===== src/rtl/inst_fetch.sv =====
// Instruction fetch: PC register, ROM interface and a small {pc, inst} queue toward decode.
// Define IF_ALIGN_CHECK_EN to add addr_err for misaligned branch targets.
module inst_fetch #(
  parameter int QUEUE_DEPTH = 2
) (
  input  logic        clk,
  input  logic        rst,
  output logic        rom_ce,
  output logic [31:0] rom_addr,
  input  logic [31:0] rom_inst,
  input  logic        stall,
  input  logic        branch_flag,
  input  logic [31:0] branch_target,
  output logic        if_valid,
  input  logic        if_ready,
  output logic [31:0] if_inst,
  output logic [31:0] if_pc
`ifdef IF_ALIGN_CHECK_EN
  ,
  output logic        addr_err
`endif
);

  localparam int PW = (QUEUE_DEPTH > 1) ? $clog2(QUEUE_DEPTH) : 1;
  localparam int CW = $clog2(QUEUE_DEPTH + 1);
  localparam logic [CW-1:0] FULL = CW'(QUEUE_DEPTH);

  logic [31:0]   pc;
  logic [31:0]   q_pc   [QUEUE_DEPTH];
  logic [31:0]   q_inst [QUEUE_DEPTH];
  logic [PW-1:0] rd_ptr;
  logic [PW-1:0] wr_ptr;
  logic [CW-1:0] count;
  logic          push;
  logic          pop;
  logic          fetch_ok;
  logic [31:0]   tgt;

`ifdef IF_ALIGN_CHECK_EN
  assign fetch_ok = ~addr_err;
  assign tgt      = branch_target;
`else
  assign fetch_ok = 1'b1;
  assign tgt      = branch_target & 32'hFFFF_FFFC;
`endif

  assign rom_addr = pc;
  assign if_valid = (count != '0);
  assign if_inst  = q_inst[rd_ptr];
  assign if_pc    = q_pc[rd_ptr];

  assign pop  = if_valid & if_ready & ~branch_flag;
  assign push = rom_ce & ~stall & ~branch_flag & fetch_ok
              & ((count < FULL) | pop);

  always_ff @(posedge clk) begin
    if (rst) begin
      pc     <= '0;
      rom_ce <= 1'b0;
      count  <= '0;
      rd_ptr <= '0;
      wr_ptr <= '0;
`ifdef IF_ALIGN_CHECK_EN
      addr_err <= 1'b0;
`endif
    end else begin
      rom_ce <= 1'b1;
      if (branch_flag) begin
        pc     <= tgt;
        count  <= '0;
        rd_ptr <= '0;
        wr_ptr <= '0;
`ifdef IF_ALIGN_CHECK_EN
        addr_err <= |branch_target[1:0];
`endif
      end else begin
        if (push) begin
          pc     <= pc + 32'd4;
          wr_ptr <= wr_ptr + PW'(1);
        end
        if (pop)
          rd_ptr <= rd_ptr + PW'(1);
        unique case ({push, pop})
          2'b10:   count <= count + CW'(1);
          2'b01:   count <= count - CW'(1);
          default: count <= count;
        endcase
      end
    end
  end

  // Queue storage needs no reset: count gates visibility.
  always_ff @(posedge clk) begin
    if (push) begin
      q_pc[wr_ptr]   <= pc;
      q_inst[wr_ptr] <= rom_inst;
    end
  end

endmodule


===== config.mk =====
export PLATFORM = sky130hd
export DESIGN_NAME = inst_fetch
export DESIGN_NICKNAME = d
export VERILOG_FILES = /design/src/rtl/inst_fetch.sv
export SDC_FILE = /design/constraint.sdc
export NUM_CORES = 1
export LEC_CHECK = 0
export CORE_MARGIN = 4
export CORE_UTILIZATION = 30
export DETAILED_ROUTE_END_ITERATION = 12
export GPL_TIMING_DRIVEN = 0
export RECOVER_POWER = 100
export SKIP_LAST_GASP = 1
export SLEW_MARGIN = 20
export SYNTH_ARGS = -nofsm -noshare
export SYNTH_HDL_FRONTEND = slang
export SYNTH_SLANG_ARGS = --single-unit

===== constraint.sdc =====
create_clock -name clk -period 4.29 [get_ports clk]
set_input_delay 0.429 -clock clk [delete_from_list [all_inputs] [get_ports clk]]
set_output_delay 0.429 -clock clk [all_outputs]
set_load 0.03 [all_outputs]

-- Word level (Yosys, flattened, before mapping)
Memory sizes are Yosys's and may differ from the RTL's. A register that Yosys moved wholly into a read port is not among the register bits.
Cells that the tools add are included.
- memories kept: 2
- logic and storage cells: 38
- flip-flop bits (word level): 37
- bits in writable memories: 128
- output and inout bits: 98
- input port bits: 69
- reduce and logical (&&, ||, !) cells: 4
- order comparisons: 1
- add/sub/neg operators: 5
- equality and inequality tests: 2
- multiplexer cells: 10
- bitwise gates (word level): 8
- memory list (memory ; depth ; bits a word ; rd ports ; clocked after Yosys merged registers in ; wr ports ; line ; text):
    q_inst ; 2 ; 32 ; 1 ; 1 ; 1 ; 30 ; logic [31:0] q_inst [QUEUE_DEPTH];
    q_pc ; 2 ; 32 ; 1 ; 1 ; 1 ; 29 ; logic [31:0] q_pc [QUEUE_DEPTH];
- operator list (cell ; number):
    $mux W32 ; 2
    $add A32 B3 Y32 const B ; 1
    $mux W1 ; 7
    $reduce_bool A2 Y1 ; 3
    $and A1 B1 Y1 ; 5
    $pmux W2 S2 ; 1
    $add A1 B1 Y1 const B ; 2
    $add A2 B1 Y2 const B ; 1
    $eq A2 B1 Y1 const B ; 1
    $eq A2 B2 Y1 const B ; 1
    $lt A2 B2 Y1 const B ; 1
    $not A1 Y1 ; 2
    $reduce_or A2 Y1 ; 1
    $sub A2 B1 Y2 const B ; 1
    $or A1 B1 Y1 ; 1

-- Depth between registers and ports, before layout
- depth in word-level cells: 7
- gate-level depth with buffers: 8
- gate-level depth less buffers: 8

-- Worst setup path before layout
OpenSTA, ideal clock, no wires.
- path kind: register -> register
- start point: reg rom_ce
- end point: mem q_inst[0][0] (enable)
- setup time: 482 ps
- path slack: 236 ps
- period minus slack after synthesis: 4054 ps
- cell stages (with the launch flop): 5
- arrival: 3572 ps
- path buffers: 1
- data required time: 3808 ps
- path through: dfxtp_1 -> nor2b_1 -> buf_2 -> nand3_1 -> nor2_1
- longest elaborated chain between the ends: 5
- RTL lines (item ; line ; text):
    start, declared ; 8 ; output logic rom_ce,
    start signal, assigned ; 59 ; rom_ce <= 1'b0;
    start signal, assigned ; 67 ; rom_ce <= 1'b1;
    $and A1 B1 Y1 (2 in a row) ; 53 ; assign push = rom_ce & ~stall & ~branch_flag & fetch_ok
    $and A1 B1 Y1 ; 54 ; & ((count < FULL) | pop);
    $mux W1 ; 94 ; if (push) begin
    $mux W1 (not written as such) ; 96 ; q_inst[wr_ptr] <= rom_inst;
    end, declared ; 30 ;
Every way passes these cells.

-- Worst setup path after layout
- start point: in branch_flag
- end point: mem q_inst[0][8] (enable)
- longest elaborated chain between the ends: 6
- elaborated cells between the ends (all ways): 7
- classes of those cells: mux (2); bitwise (5)
- RTL lines (item ; line ; text):
    start, declared ; 12 ; input logic branch_flag,
    $not A1 Y1 (*) ; 52, 53 ;
    $and A1 B1 Y1 ; 52 ; assign pop = if_valid & if_ready & ~branch_flag;
    $or A1 B1 Y1 ; 54 ;
    $and A1 B1 Y1 (*) ; 54 ;
    $mux W1 (*) ; 94 ;
    $mux W1 (not written as such) (*) ; 96 ;
Every way passes the cells marked *; elsewhere a longest branch is shown, timed or not.

==> impl_results.html <==
<table>
<tr><th>Metric</th><th>Value</th></tr>
<tr><th colspan="2">Outcome</th></tr>
<tr><td>Outcome</td><td>finished clean</td></tr>
<tr><th colspan="2">Hold path</th></tr>
<tr><td>Start point of the worst min-delay path</td><td>rom_addr[31]</td></tr>
<tr><td>Type of the most critical hold path</td><td>flip-flop to flip-flop</td></tr>
<tr><td>Number of cells on the worst hold path</td><td>0</td></tr>
<tr><td>Worst hold path endpoint</td><td>q_pc[0][31]</td></tr>
<tr><th colspan="2">Routing</th></tr>
<tr><td>Remaining antenna violation count</td><td>0</td></tr>
<tr><td>First DRT Iteration DRCs</td><td>183</td></tr>
<tr><td>Final WL</td><td>15.7 mm</td></tr>
<tr><td>Iteration count of the initial detailed-routing pass</td><td>4</td></tr>
<tr><td>Overall via count from detail_route</td><td>4,171</td></tr>
<tr><td>DR WL/cell</td><td>17.3 µm</td></tr>
<tr><td>Ratio of routed vias to standard cells</td><td>4.58</td></tr>
<tr><td>DRC Markers</td><td>0</td></tr>
<tr><th colspan="2">Logic synthesis</th></tr>
<tr><td>EDFF count, synth</td><td>124</td></tr>
<tr><td>Mean instance size in the synthesized netlist</td><td>14.9 µm²</td></tr>
<tr><td>Part of the Yosys area used for sequential elements</td><td>68.9%</td></tr>
<tr><td>Distinct cell type count of the synthesized netlist</td><td>43</td></tr>
<tr><td>Flip-flop and latch count after synthesis</td><td>160</td></tr>
<tr><td>Synthesized area</td><td>0.00645 mm²</td></tr>
<tr><td>Commonest register cell after synthesis</td><td>sky130_fd_sc_hd__edfxtp_1</td></tr>
<tr><td>Gate Count Post-Synth</td><td>434</td></tr>
<tr><td>Async set or reset register ratio after synthesis</td><td>0%</td></tr>
<tr><td>Yosys warns</td><td>0</td></tr>
<tr><th colspan="2">Pwr</th></tr>
<tr><td>Static Leakage</td><td>3.14 nW</td></tr>
<tr><td>Switching Fraction</td><td>22.7%</td></tr>
<tr><td>Switching power summed over all nets</td><td>819 µW</td></tr>
<tr><td>Proportion of power drawn by flip-flops and latches</td><td>48.6%</td></tr>
<tr><td>IR Drop Worst-Case VDD</td><td>0.243 mV</td></tr>
<tr><td>Internal power contribution</td><td>2.80 mW</td></tr>
<tr><td>Combinational Power Share</td><td>8.7%</td></tr>
<tr><td>Power per Cell Area</td><td>395 mW/mm²</td></tr>
<tr><td>Clock group share of total power</td><td>42.7%</td></tr>
<tr><th colspan="2">Clock network</th></tr>
<tr><td>CTS tree</td><td>yes</td></tr>
<tr><td>Buffers inserted by post-CTS timing repair</td><td>0</td></tr>
<tr><td>Clock tree root buffer cell</td><td>sky130_fd_sc_hd__clkbuf_16</td></tr>
<tr><td>Max H-tree Level</td><td>4</td></tr>
<tr><td>Post-cts repair resize count</td><td>0</td></tr>
<tr><td>Total number of clock tree sinks</td><td>160</td></tr>
<tr><td>Clk_lat worst skew</td><td>410 ps</td></tr>
<tr><td>Total clock buffers created by CTS</td><td>17</td></tr>
<tr><td>Hold-fix buffer count after cts</td><td>0</td></tr>
<tr><td>Longest Clk Path Bufs</td><td>2</td></tr>
<tr><td>Clock-pin slew on the worst setup and hold paths</td><td>60 ps</td></tr>
<tr><th colspan="2">Setup path</th></tr>
<tr><td>Classification of the worst setup path</td><td>input pin to flip-flop</td></tr>
<tr><td>Biggest fanout along the worst timing path</td><td>19</td></tr>
<tr><td>Endpoint of the most critical register-to-register path</td><td>q_inst[0][8]</td></tr>
<tr><td>Arrival time of data at the critical path endpoint</td><td>3620 ps</td></tr>
<tr><td>Worst Setup End Kind</td><td>flip-flop</td></tr>
<tr><td>Start of the worst register-to-register path</td><td>rom_ce</td></tr>
<tr><td>Logic depth of the worst register-to-register path</td><td>6</td></tr>
<tr><td>Flop2flop setup slack</td><td>1420 ps</td></tr>
<tr><td>Data required time at the worst endpoint</td><td>4400 ps</td></tr>
<tr><td>Kind of start point of the critical path</td><td>input pin</td></tr>
<tr><th colspan="2">Layout</th></tr>
<tr><td>Final layout net count</td><td>693</td></tr>
<tr><td>Fraction of layout instances using a drive strength above 1</td><td>17.5%</td></tr>
<tr><td>Diodes inserted</td><td>0</td></tr>
<tr><td>Area Overhead vs Synth</td><td>41.9%</td></tr>
<tr><th colspan="2">GRT</th></tr>
<tr><td>Aggregate global routing overflow</td><td>0</td></tr>
<tr><td>Pin count of the biggest net entering global routing</td><td>23</td></tr>
<tr><td>GR Util All Layers</td><td>13.1%</td></tr>
<tr><td>Antenna violations before repair</td><td>0</td></tr>
<tr><td>Vias in the first global route</td><td>4,372</td></tr>
<tr><td>Wire length of the first global-routing pass</td><td>24.2 mm</td></tr>
<tr><th colspan="2">Floorplanning</th></tr>
<tr><td>Die boundary width</td><td>155 µm</td></tr>
<tr><td>Full die area</td><td>0.0239 mm²</td></tr>
<tr><td>Number of ports placed on the die boundary</td><td>167</td></tr>
<tr><td>Die Height</td><td>155 µm</td></tr>
<tr><td>Site row count</td><td>53</td></tr>
<tr><td>Starting Density</td><td>30.6%</td></tr>
<tr><td>Core area</td><td>0.0211 mm²</td></tr>
<tr><th colspan="2">Placement</th></tr>
<tr><td>Buffers on Ports</td><td>160</td></tr>
<tr><td>Post-placement setup slack</td><td>954 ps</td></tr>
<tr><td>Final Wtd Congestion</td><td>0.787</td></tr>
<tr><td>Dpl hpwl</td><td>11.7 mm</td></tr>
<tr><th colspan="2">Timing</th></tr>
<tr><td>Achievable frequency</td><td>285 MHz</td></tr>
<tr><td>Final setup TNS</td><td>0 ps</td></tr>
<tr><td>Worst setup skew after layout</td><td>8.48 ps</td></tr>
<tr><td>Final setup margin</td><td>782 ps</td></tr>
<tr><td>Max-slew violation count</td><td>0</td></tr>
<tr><td>Worst slew margin relative to its limit</td><td>31.9%</td></tr>
<tr><td>Transition time of the tightest slew-check pin</td><td>1020 ps</td></tr>
<tr><td>RSZ-0062 raised after global routing</td><td>no</td></tr>
<tr><td>Worst hold slack</td><td>522 ps</td></tr>
<tr><td>Count of final setup violators</td><td>0</td></tr>
<tr><td>Final critical delay including setup and external delays</td><td>3510 ps</td></tr>
<tr><td>Final worst path period share</td><td>81.8%</td></tr>
<tr><td>Fin. Hold Viols</td><td>0</td></tr>
<tr><th colspan="2">Run</th></tr>
<tr><td>Max Cap Violations</td><td>0</td></tr>
</table>
sequential cells by signal, indices dropped and copies added, names as in the netlist, named ones only:
name and cells:
rd_ptr 1, q_pc 60, rom_ce 1, rom_addr 30, wr_ptr 1, count 2
q_inst 64
cells in the final DEF, fill, tap and decap left out, types with 5 or more instances in the layout:
cell type                         count
sky130_fd_sc_hd__a211oi_1            14
sky130_fd_sc_hd__a21oi_1              6
sky130_fd_sc_hd__buf_16               5
sky130_fd_sc_hd__clkbuf_1            19
sky130_fd_sc_hd__clkbuf_16           17
sky130_fd_sc_hd__clkdlybuf4s50_1     35
sky130_fd_sc_hd__dfxtp_1             36
sky130_fd_sc_hd__dlygate4sd3_1      125
sky130_fd_sc_hd__edfxtp_1           124
sky130_fd_sc_hd__mux2_2              63
sky130_fd_sc_hd__nand2_1             21
sky130_fd_sc_hd__nand3_1             11
sky130_fd_sc_hd__nand4_1              9
sky130_fd_sc_hd__nor2_1              20
sky130_fd_sc_hd__nor3_1              15
sky130_fd_sc_hd__nor4_1               9
sky130_fd_sc_hd__xnor2_1             22
sky130_fd_sc_hd__xor2_1              10
layer usage:
layer / track usage, % / vias up / wire [µm]
li1: - / 2012 / -
met1: 16.5 / 2013 / 6940
met2: 21.8 / 128 / 7800
met3: 3.55 / 18 / 757
met4: 4.46 / 0 / 244
met5: 0 / - / 0
power groups by stage:
stage | Sequential [mW] | Clock [mW] | Combinational (mW)
global placement | 1.79 | 0 | 0.327
finish | 1.76 | 1.54 | 0.314
floorplan | 1.82 | 0 | 0.128
CTS | 1.76 | 1.59 | 0.341
detailed placement | 1.79 | 0 | 0.339
global route | 1.76 | 1.66 | 0.335
layout make-up:
type                       count  area (µm²)
fill                        1910       11900
sequential                   160        4440
multi-input combinational    248        1890
timing repair buffer         166        1740
clock buffer                  20         447
tap                          275         344
clock inverter                12         160
buffer                        23         111
inverter                       6        22.5
cell usage after synthesis, types with 2 or more instances:
master	instances	share of area, %
sky130_fd_sc_hd__o22ai_1	3	0.29
sky130_fd_sc_hd__a21oi_1	6	0.47
sky130_fd_sc_hd__nand3_1	10	0.78
sky130_fd_sc_hd__clkinv_1	2	0.12
sky130_fd_sc_hd__nor2_1	22	1.3
sky130_fd_sc_hd__and2_1	5	0.48
sky130_fd_sc_hd__buf_2	2	0.16
sky130_fd_sc_hd__o211a_1	4	0.62
sky130_fd_sc_hd__nand2_1	21	1.2
sky130_fd_sc_hd__nor2b_1	2	0.19
sky130_fd_sc_hd__mux2_2	63	11
sky130_fd_sc_hd__nor3_1	15	1.2
sky130_fd_sc_hd__inv_1	4	0.23
sky130_fd_sc_hd__nand2b_1	3	0.29
sky130_fd_sc_hd__buf_4	4	0.47
sky130_fd_sc_hd__o21ai_0	4	0.31
sky130_fd_sc_hd__and4_1	4	0.54
sky130_fd_sc_hd__buf_1	3	0.17
sky130_fd_sc_hd__nor4_1	9	0.87
sky130_fd_sc_hd__a211oi_1	14	1.6
sky130_fd_sc_hd__clkbuf_1	13	0.76
sky130_fd_sc_hd__ha_1	2	0.39
sky130_fd_sc_hd__edfxtp_1	124	58
sky130_fd_sc_hd__dfxtp_1	36	11
sky130_fd_sc_hd__a31oi_1	3	0.29
sky130_fd_sc_hd__and3_1	2	0.19
sky130_fd_sc_hd__xor2_1	10	1.4
sky130_fd_sc_hd__xnor2_1	22	3.0
sky130_fd_sc_hd__nand4_1	8	0.78
through the flow:
step | instance area (µm²) | instances | util, % | total power [mW]
2_1_floorplan | 6470 | 437 | - | 1.94
3_3_place_gp | 8410 | 872 | 39.9 | 2.12
3_5_place_dp | 8590 | 878 | 40.7 | 2.13
4_1_cts | 9200 | 910 | 43.6 | 3.69
5_1_grt | 9160 | 910 | 43.4 | 3.76
6_report | 9160 | 910 | 43.4 | 3.61
worst max-delay path, cell delays in order:
cell and delay [ps]:
sky130_fd_sc_hd__dlygate4sd3_1 650, sky130_fd_sc_hd__clkinv_1 160, sky130_fd_sc_hd__clkbuf_1 390, sky130_fd_sc_hd__nand3_1 330, sky130_fd_sc_hd__nor2_4 570, sky130_fd_sc_hd__clkbuf_1 820, sky130_fd_sc_hd__buf_16 240
worst max path at each step:
| stage | startpoint | endpoint | cells after the start |
|---|---|---|---|
| after floorplan | rom_ce | q_inst[0][0] | 4 |
| after global placement | branch_flag | q_inst[1][21] | 5 |
| after CTS | flip-flop | if_pc[14] | 4 |
| final | branch_flag | q_inst[0][8] | 7 |
| after global routing | branch_flag | q_inst[0][26] | 7 |
| after detailed placement | branch_flag | q_inst[1][22] | 8 |
cells by family (layout without fill, tap and decap cells):
logic type,count (synthesis),after routing,synth area share (%)
compound gates,37,37,4.05
xor+xnor,32,32,4.34
other cells,1,4,0.0581
fa+ha+maj,2,2,0.388
buf+inv,29,227,2.07
mux,64,64,11.1
flops,160,160,68.9
simple gates,109,109,9.09
Power figures use the tool's default switching activity.
